$ cat config.mk
export PLATFORM = sky130hd
export DESIGN_NAME = dmem_arbiter
export DESIGN_NICKNAME = d
export VERILOG_FILES = /design/src/rtl/dmem_arbiter.sv
export SDC_FILE = /design/constraint.sdc
export NUM_CORES = 1
export LEC_CHECK = 0
export ABC_AREA = 1
export BUFFER_PORTS_ARGS = -buffer_cell sky130_fd_sc_hd__buf_2
export CAP_MARGIN = 25
export CORE_MARGIN = 1.5
export CORE_UTILIZATION = 39
export DETAILED_ROUTE_END_ITERATION = 8
export PLACE_DENSITY = 0.9
export SYNTH_ARGS = -nofsm -noshare
export SYNTH_HDL_FRONTEND = slang
export SYNTH_SLANG_ARGS = --single-unit
$ cat constraint.sdc
create_clock -name clk -period 1.66 [get_ports clk]
set_input_delay 0.249 -clock clk [delete_from_list [all_inputs] [get_ports clk]]
set_output_delay 0.249 -clock clk [all_outputs]
set_load 0.02 [all_outputs]
$ cat src/rtl/dmem_arbiter.sv
// dmem_arbiter: shares one single-port data memory between the CPU and the PI bridge,
// CPU first with a burst cap, and routes read results back to the issuing port.
module dmem_arbiter #(
    parameter int ADDR_W    = 13,
    parameter int DATA_W    = 16,
    parameter int MAX_BURST = 4,
    parameter int RD_LAT    = 1
) (
    input  logic              clk,
    input  logic              reset,
    input  logic              cpu_req,
    input  logic              cpu_we,
    input  logic [ADDR_W-1:0] cpu_addr,
    input  logic [DATA_W-1:0] cpu_wdata,
    output logic              cpu_gnt,
    output logic              cpu_rvalid,
    output logic [DATA_W-1:0] cpu_rdata,
    input  logic              pi_req,
    input  logic              pi_we,
    input  logic [ADDR_W-1:0] pi_addr,
    input  logic [DATA_W-1:0] pi_wdata,
    output logic              pi_gnt,
    output logic              pi_rvalid,
    output logic [DATA_W-1:0] pi_rdata,
    output logic              mem_en,
    output logic              mem_we,
    output logic [ADDR_W-1:0] mem_addr,
    output logic [DATA_W-1:0] mem_wdata,
    input  logic [DATA_W-1:0] mem_rdata
);
    logic [3:0]        burst_cnt;
    logic [RD_LAT-1:0] tag_v;
    logic [RD_LAT-1:0] tag_o;
    logic              cpu_win;
    logic              ret_v;
    logic              ret_o;
    always_comb begin
        cpu_win   = burst_cnt < 4'(MAX_BURST);
        cpu_gnt   = reset & cpu_req & (~pi_req | cpu_win);
        pi_gnt    = reset & pi_req & ~(cpu_req & cpu_win);
        mem_en    = cpu_gnt | pi_gnt;
        mem_we    = cpu_gnt ? cpu_we : (pi_gnt & pi_we);
        mem_addr  = cpu_gnt ? cpu_addr : pi_gnt ? pi_addr : '0;
        mem_wdata = cpu_gnt ? cpu_wdata : pi_gnt ? pi_wdata : '0;
        ret_v     = tag_v[RD_LAT-1];
        ret_o     = tag_o[RD_LAT-1];
    end
    // tag_o bit set = PI owns the read; the oldest tag lines up with mem_rdata
    always_ff @(posedge clk) begin
        if (!reset) begin
            burst_cnt  <= '0;
            tag_v      <= '0;
            tag_o      <= '0;
            cpu_rvalid <= 1'b0;
            pi_rvalid  <= 1'b0;
            cpu_rdata  <= '0;
            pi_rdata   <= '0;
        end else begin
            burst_cnt  <= (!pi_req || pi_gnt) ? 4'd0 : burst_cnt + 4'(cpu_gnt);
            tag_v      <= (tag_v << 1) | RD_LAT'(mem_en & ~mem_we);
            tag_o      <= (tag_o << 1) | RD_LAT'(pi_gnt);
            cpu_rvalid <= ret_v & ~ret_o;
            pi_rvalid  <= ret_v & ret_o;
            if (ret_v && !ret_o)
                cpu_rdata <= mem_rdata;
            if (ret_v && ret_o)
                pi_rdata <= mem_rdata;
        end
    end
endmodule

; After elaboration in Yosys (flattened, before gate mapping)
; Index checks and enable logic that the tools add are counted.
; W data, S select, Z words.
[op_classes]
n_reduce_logical = 6
add_sub_neg = 1
n_mux = 5
bitwise = 16
magnitude_cmp = 1
[ops]
columns = operator, n
row1 = $mux W16, 2
row2 = $mux W13, 2
row3 = $and A1 B1 Y1, 9
row4 = $not A1 Y1, 5
row5 = $add A4 B1 Y4, 1
row6 = $lt A4 B3 Y1 const B, 1
row7 = $logic_and A1 B1 Y1, 2
row8 = $logic_not A1 Y1, 2
row9 = $or A1 B1 Y1, 2
row10 = $reduce_or A2 Y1, 1
row11 = $logic_or A1 B1 Y1, 1
row12 = $mux W1, 1
[word_totals]
wordCells = 36
in_bits = 80
out_inout_bits = 67
regBits = 40

; Logic depth before layout (Yosys ltp)
[logic_depth]
word_depth = 8
mapped_depth = 9
mapped_depth_nobuf = 8

; Least setup slack after synthesis
; Ideal clock, no wire load.
[synth_path]
path_kind = flip-flop to flip-flop
start = reg burst_cnt[2]
end = reg burst_cnt[2]
setup_slack_ps = 274
n_path_buf = 1
required_time_ps = 1544
period_less_slack_ps = 1386
arrival_time_ps = 1270
stages_incl_launch_ff = 9
setup_ps = 116
path_cell_list = dfxtp_1 -> o21ai_0 -> nand2_1 -> inv_2 -> buf_6 -> ha_1 -> ha_1 -> xnor2_1 -> nor2_1
[synth_between]
word_cells_on_any_way = 9
classes_between = add/sub (1) / order compare (1) / bitwise (5) / reduce/logical (2)
[synth_rtl]
columns = item, line_no
row1 = "start, declared", 31  ; logic [3:0] burst_cnt;
row2 = "start signal, assigned", 59  ; burst_cnt <= (!pi_req || pi_gnt) ? 4'd0 : burst_cnt + 4'(cpu_gnt);
row3 = $lt A4 B3 Y1, 38  ; cpu_win = burst_cnt < 4'(MAX_BURST);
row4 = $or A1 B1 Y1, 39  ; cpu_gnt = reset & cpu_req & (~pi_req | cpu_win);
row5 = $and A1 B1 Y1, 39
row6 = named net cpu_gnt, 15  ; output logic cpu_gnt,
row7 = $add A4 B1 Y4, 59
; The timed path passes the listed nets, and every way through them passes these cells.
; A chain may end at the register's enable or synchronous reset.

; Final worst setup path
[layout_path]
start = reg burst_cnt[2]
end = out mem_wdata[9]
[layout_between]
elab_chain_cells = 6
word_cells_on_any_way = 8
classes_between = order compare (1) / mux (2) / bitwise (5)
[layout_rtl]
columns = item, line_no
row1 = $lt A4 B3 Y1 *, 38
row2 = $and A1 B1 Y1, 40  ; pi_gnt = reset & pi_req & ~(cpu_req & cpu_win);
row3 = $not A1 Y1, 40
row4 = $and A1 B1 Y1, 40
row5 = $mux W16, 44  ; mem_wdata = cpu_gnt ? cpu_wdata : pi_gnt ? pi_wdata : '0;
row6 = $mux W16 *, 44
row7 = "end, declared", 28  ; output logic [DATA_W-1:0] mem_wdata,
; Mark *: on every way between the ends. The rest lies on a longest branch, timed or not.

==> flow_metrics.tcl <==
set metrics [dict create \
    status "finished with violations" \
    violations "design-rule violations, negative setup slack" \
    yosys_warnings 0 \
    ctsHoldBuffers 0 \
    wl_per_cell_um 15.2 \
    cts_made_buffers 5 \
    cts_tree "built" \
    finalCritPeriodShare 1.01 \
    via_count 2339 \
    p_int_uw 1650 \
    yosysUniqueCellTypes 20 \
    htree_levels 2 \
    io_pins 147 \
    gp_congestion 0.823 \
    drive_gt1_frac 0.556 \
    start_util 0.414 \
    firstDrtPassIters 7 \
    num_antenna_cells 0 \
    overflow 0 \
    synth_seq_cells 40 \
    drv_cap 0 \
    synth.cell_area_sq_um 1840 \
    p_leak_uw 0.00168 \
    dpl.hpwl_um 4330 \
    crit_path_end_kind "output port" \
    dieArea_sq_um 5130 \
    die_x_um 71.7 \
    syn2layout_area_growth_pct 70.5 \
    grt_max_degree 34 \
    ant_nets 0 \
    fmax_mhz 597 \
    setup_viol 4 \
    rsz0062_at_grt "yes" \
    track_usage 0.204 \
    total_power_uw 2440 \
    core_sq_um 4440 \
    hold_path.class "input pin to flip-flop" \
    start_kind "flip-flop" \
    postSynthCellCount 272 \
    p_sw_uw 789 \
    finalWorstSetupSlack_ps -14.9 \
    fin_crit_ps 1670 \
    fillers 343 \
    finClkSkew_ps 4.65 \
    hold_viol_final 0 \
    async_flop_share 0 \
    synth_nets 354 \
    worst-path-max-fanout 7 \
    cp.required_ps 1410 \
    final_max_slew_viol_count 0 \
    seqPwrFrac 0.431 \
    synth-edff-count 0 \
    pre_cts_ws_ps 221 \
    drt_wl_total_um 7210 \
    num_rows 24 \
    powerDensity_nw_per_um2 778 \
    antenna_found_initial 0 \
    hold_depth 3 \
    grt_pass1_vias 1909 \
    drt-initial-drc-count 162 \
    grt_pass1_wl_um 8510 \
    p_clk_frac 0.277 \
    rr_worst_depth 9 \
    ys_seq_area_frac 0.436 \
    cp.arrival_ps 1430 \
    fin_tns_setup_ps -36.7 \
    numPortBuffers 146 \
    synth_ff_type "dfxtp_1" \
    hold-worst-slack_ps 201 \
    switching_share 0.324 \
    cts.sinks 40 \
    cts_buffer_depth 2 \
    peakVddDrop_mv 0.604 \
    combPwrFrac 0.292 \
    insertion_delay_ps 280 \
    cts-root-buf "clkbuf_8" \
    path_class "flip-flop to output port" \
    fin_nets 504 \
    clkTransAtPathRegs_ps 80 \
    route.detailed.drc 7 \
    syn_avg_cell_area_sq_um 6.76 \
    die_h_um 71.7 \
    vias_per_cell 4.92 \
]
==> worst max-delay path, cell delays in order, from the launching register on <==
cell and delay, ps:
dfxtp_4 370, o21ai_4 160, nand2_2 80, clkinv_4 100
clkbuf_16 170, nand2_2 70, nand2_2 70, buf_6 110
==> flip-flops by register name, indices dropped and copies added (netlist names) <==
register	cells
ret_v	1
pi_rdata	16
burst_cnt	4
cpu_rvalid	1
pi_rvalid	1
cpu_rdata	16
ret_o	1
==> per-layer routing <==
metal  up-vias  global-route usage  routed length, um
met3        24              0.0506                481
li1       1136                   -                  -
met2       111               0.332               3740
met4         0              0.0608                227
met5         -                   0                  0
met1      1068               0.266               2770
==> cells by family (layout without fill, tap and decap cells) <==
family                   Yosys count  in the layout  share of synthesized area
other                              1              1                    0.00204
AND/OR/NAND/NOR                  170            170                      0.368
buffers and inverters             25            176                     0.0858
flip-flops                        40             40                      0.436
AO/OA/AOI/OAI                     33             33                     0.0899
XOR/XNOR                           1              1                    0.00477
adder cells (fa/ha/maj)            2              2                     0.0136
==> cells in the final DEF (no fill, tap or decap), types with 3 or more instances in the layout <==
master    instances
nand3_1           3
o21ai_0          32
nand2_1          37
nor2_1           71
clkbuf_8          6
inv_1             5
nand2_2          54
inv_2             4
buf_6            28
dfxtp_1          38
buf_2           117
buf_4             5
==> layout make-up <==
type / instances / area, sq um / share of cell area
well taps: 52 / 65.1 / 0.0208
clock inverters: 2 / 15.0 / 0.00479
multi-input cells: 207 / 1050 / 0.334
clock buffers: 6 / 82.6 / 0.0264
repair inverters: 2 / 17.5 / 0.00559
inverters: 12 / 63.8 / 0.0204
repair buffers: 154 / 1040 / 0.331
flip-flops and latches: 40 / 806 / 0.257
==> metrics by stage <==
step / std cells / cell area [sq um] / utilization
2_1_floorplan: 272 / 1840 / -
3_3_place_gp: 459 / 2550 / 0.574
3_5_place_dp: 459 / 2550 / 0.574
4_1_cts: 469 / 2730 / 0.614
5_1_grt: 475 / 3130 / 0.705
6_report: 475 / 3130 / 0.705
==> repair_timing <==
action | in CTS | in global routing
gates cloned | 1 | 4
hold endpoints to repair | 0 | 0
pin swaps | 1 | 18
resized for setup | 20 | 103
setup endpoints to repair | 29 | 29
setup buffers | 1 | 2
==> final timing paths <==
| kind | start | to | slack (ps) |
|---|---|---|---|
| worst max-delay path | burst_cnt[2] | mem_wdata[9] | -10 |
| worst min-delay path | mem_rdata[15] | cpu_rdata[15] | 200 |
| worst max register to register | burst_cnt[2] | burst_cnt[2] | 10 |
| worst min register to register | pi_rdata[5] | pi_rdata[5] | 480 |
==> cell usage after synthesis (2+ instances only) <==
cell type | number | share of area
nand2_1 | 83 | 0.17
nor2_1 | 72 | 0.15
dfxtp_1 | 40 | 0.44
o21ai_0 | 33 | 0.090
nand2_2 | 11 | 0.037
buf_6 | 5 | 0.031
inv_1 | 5 | 0.010
inv_2 | 5 | 0.010
clkbuf_1 | 3 | 0.0061
nand3_1 | 3 | 0.0082
buf_2 | 2 | 0.0054
ha_1 | 2 | 0.014
==> power groups by stage <==
stage	Sequential (uW)	Combinational [uW]	Clock, uW
2_1_floorplan	1140	258	0
3_3_place_gp	1070	546	0
3_5_place_dp	1070	555	0
4_1_cts	1050	584	687
5_1_grt	1060	759	723
6_report	1050	712	677
Power figures use the tool's default switching activity.
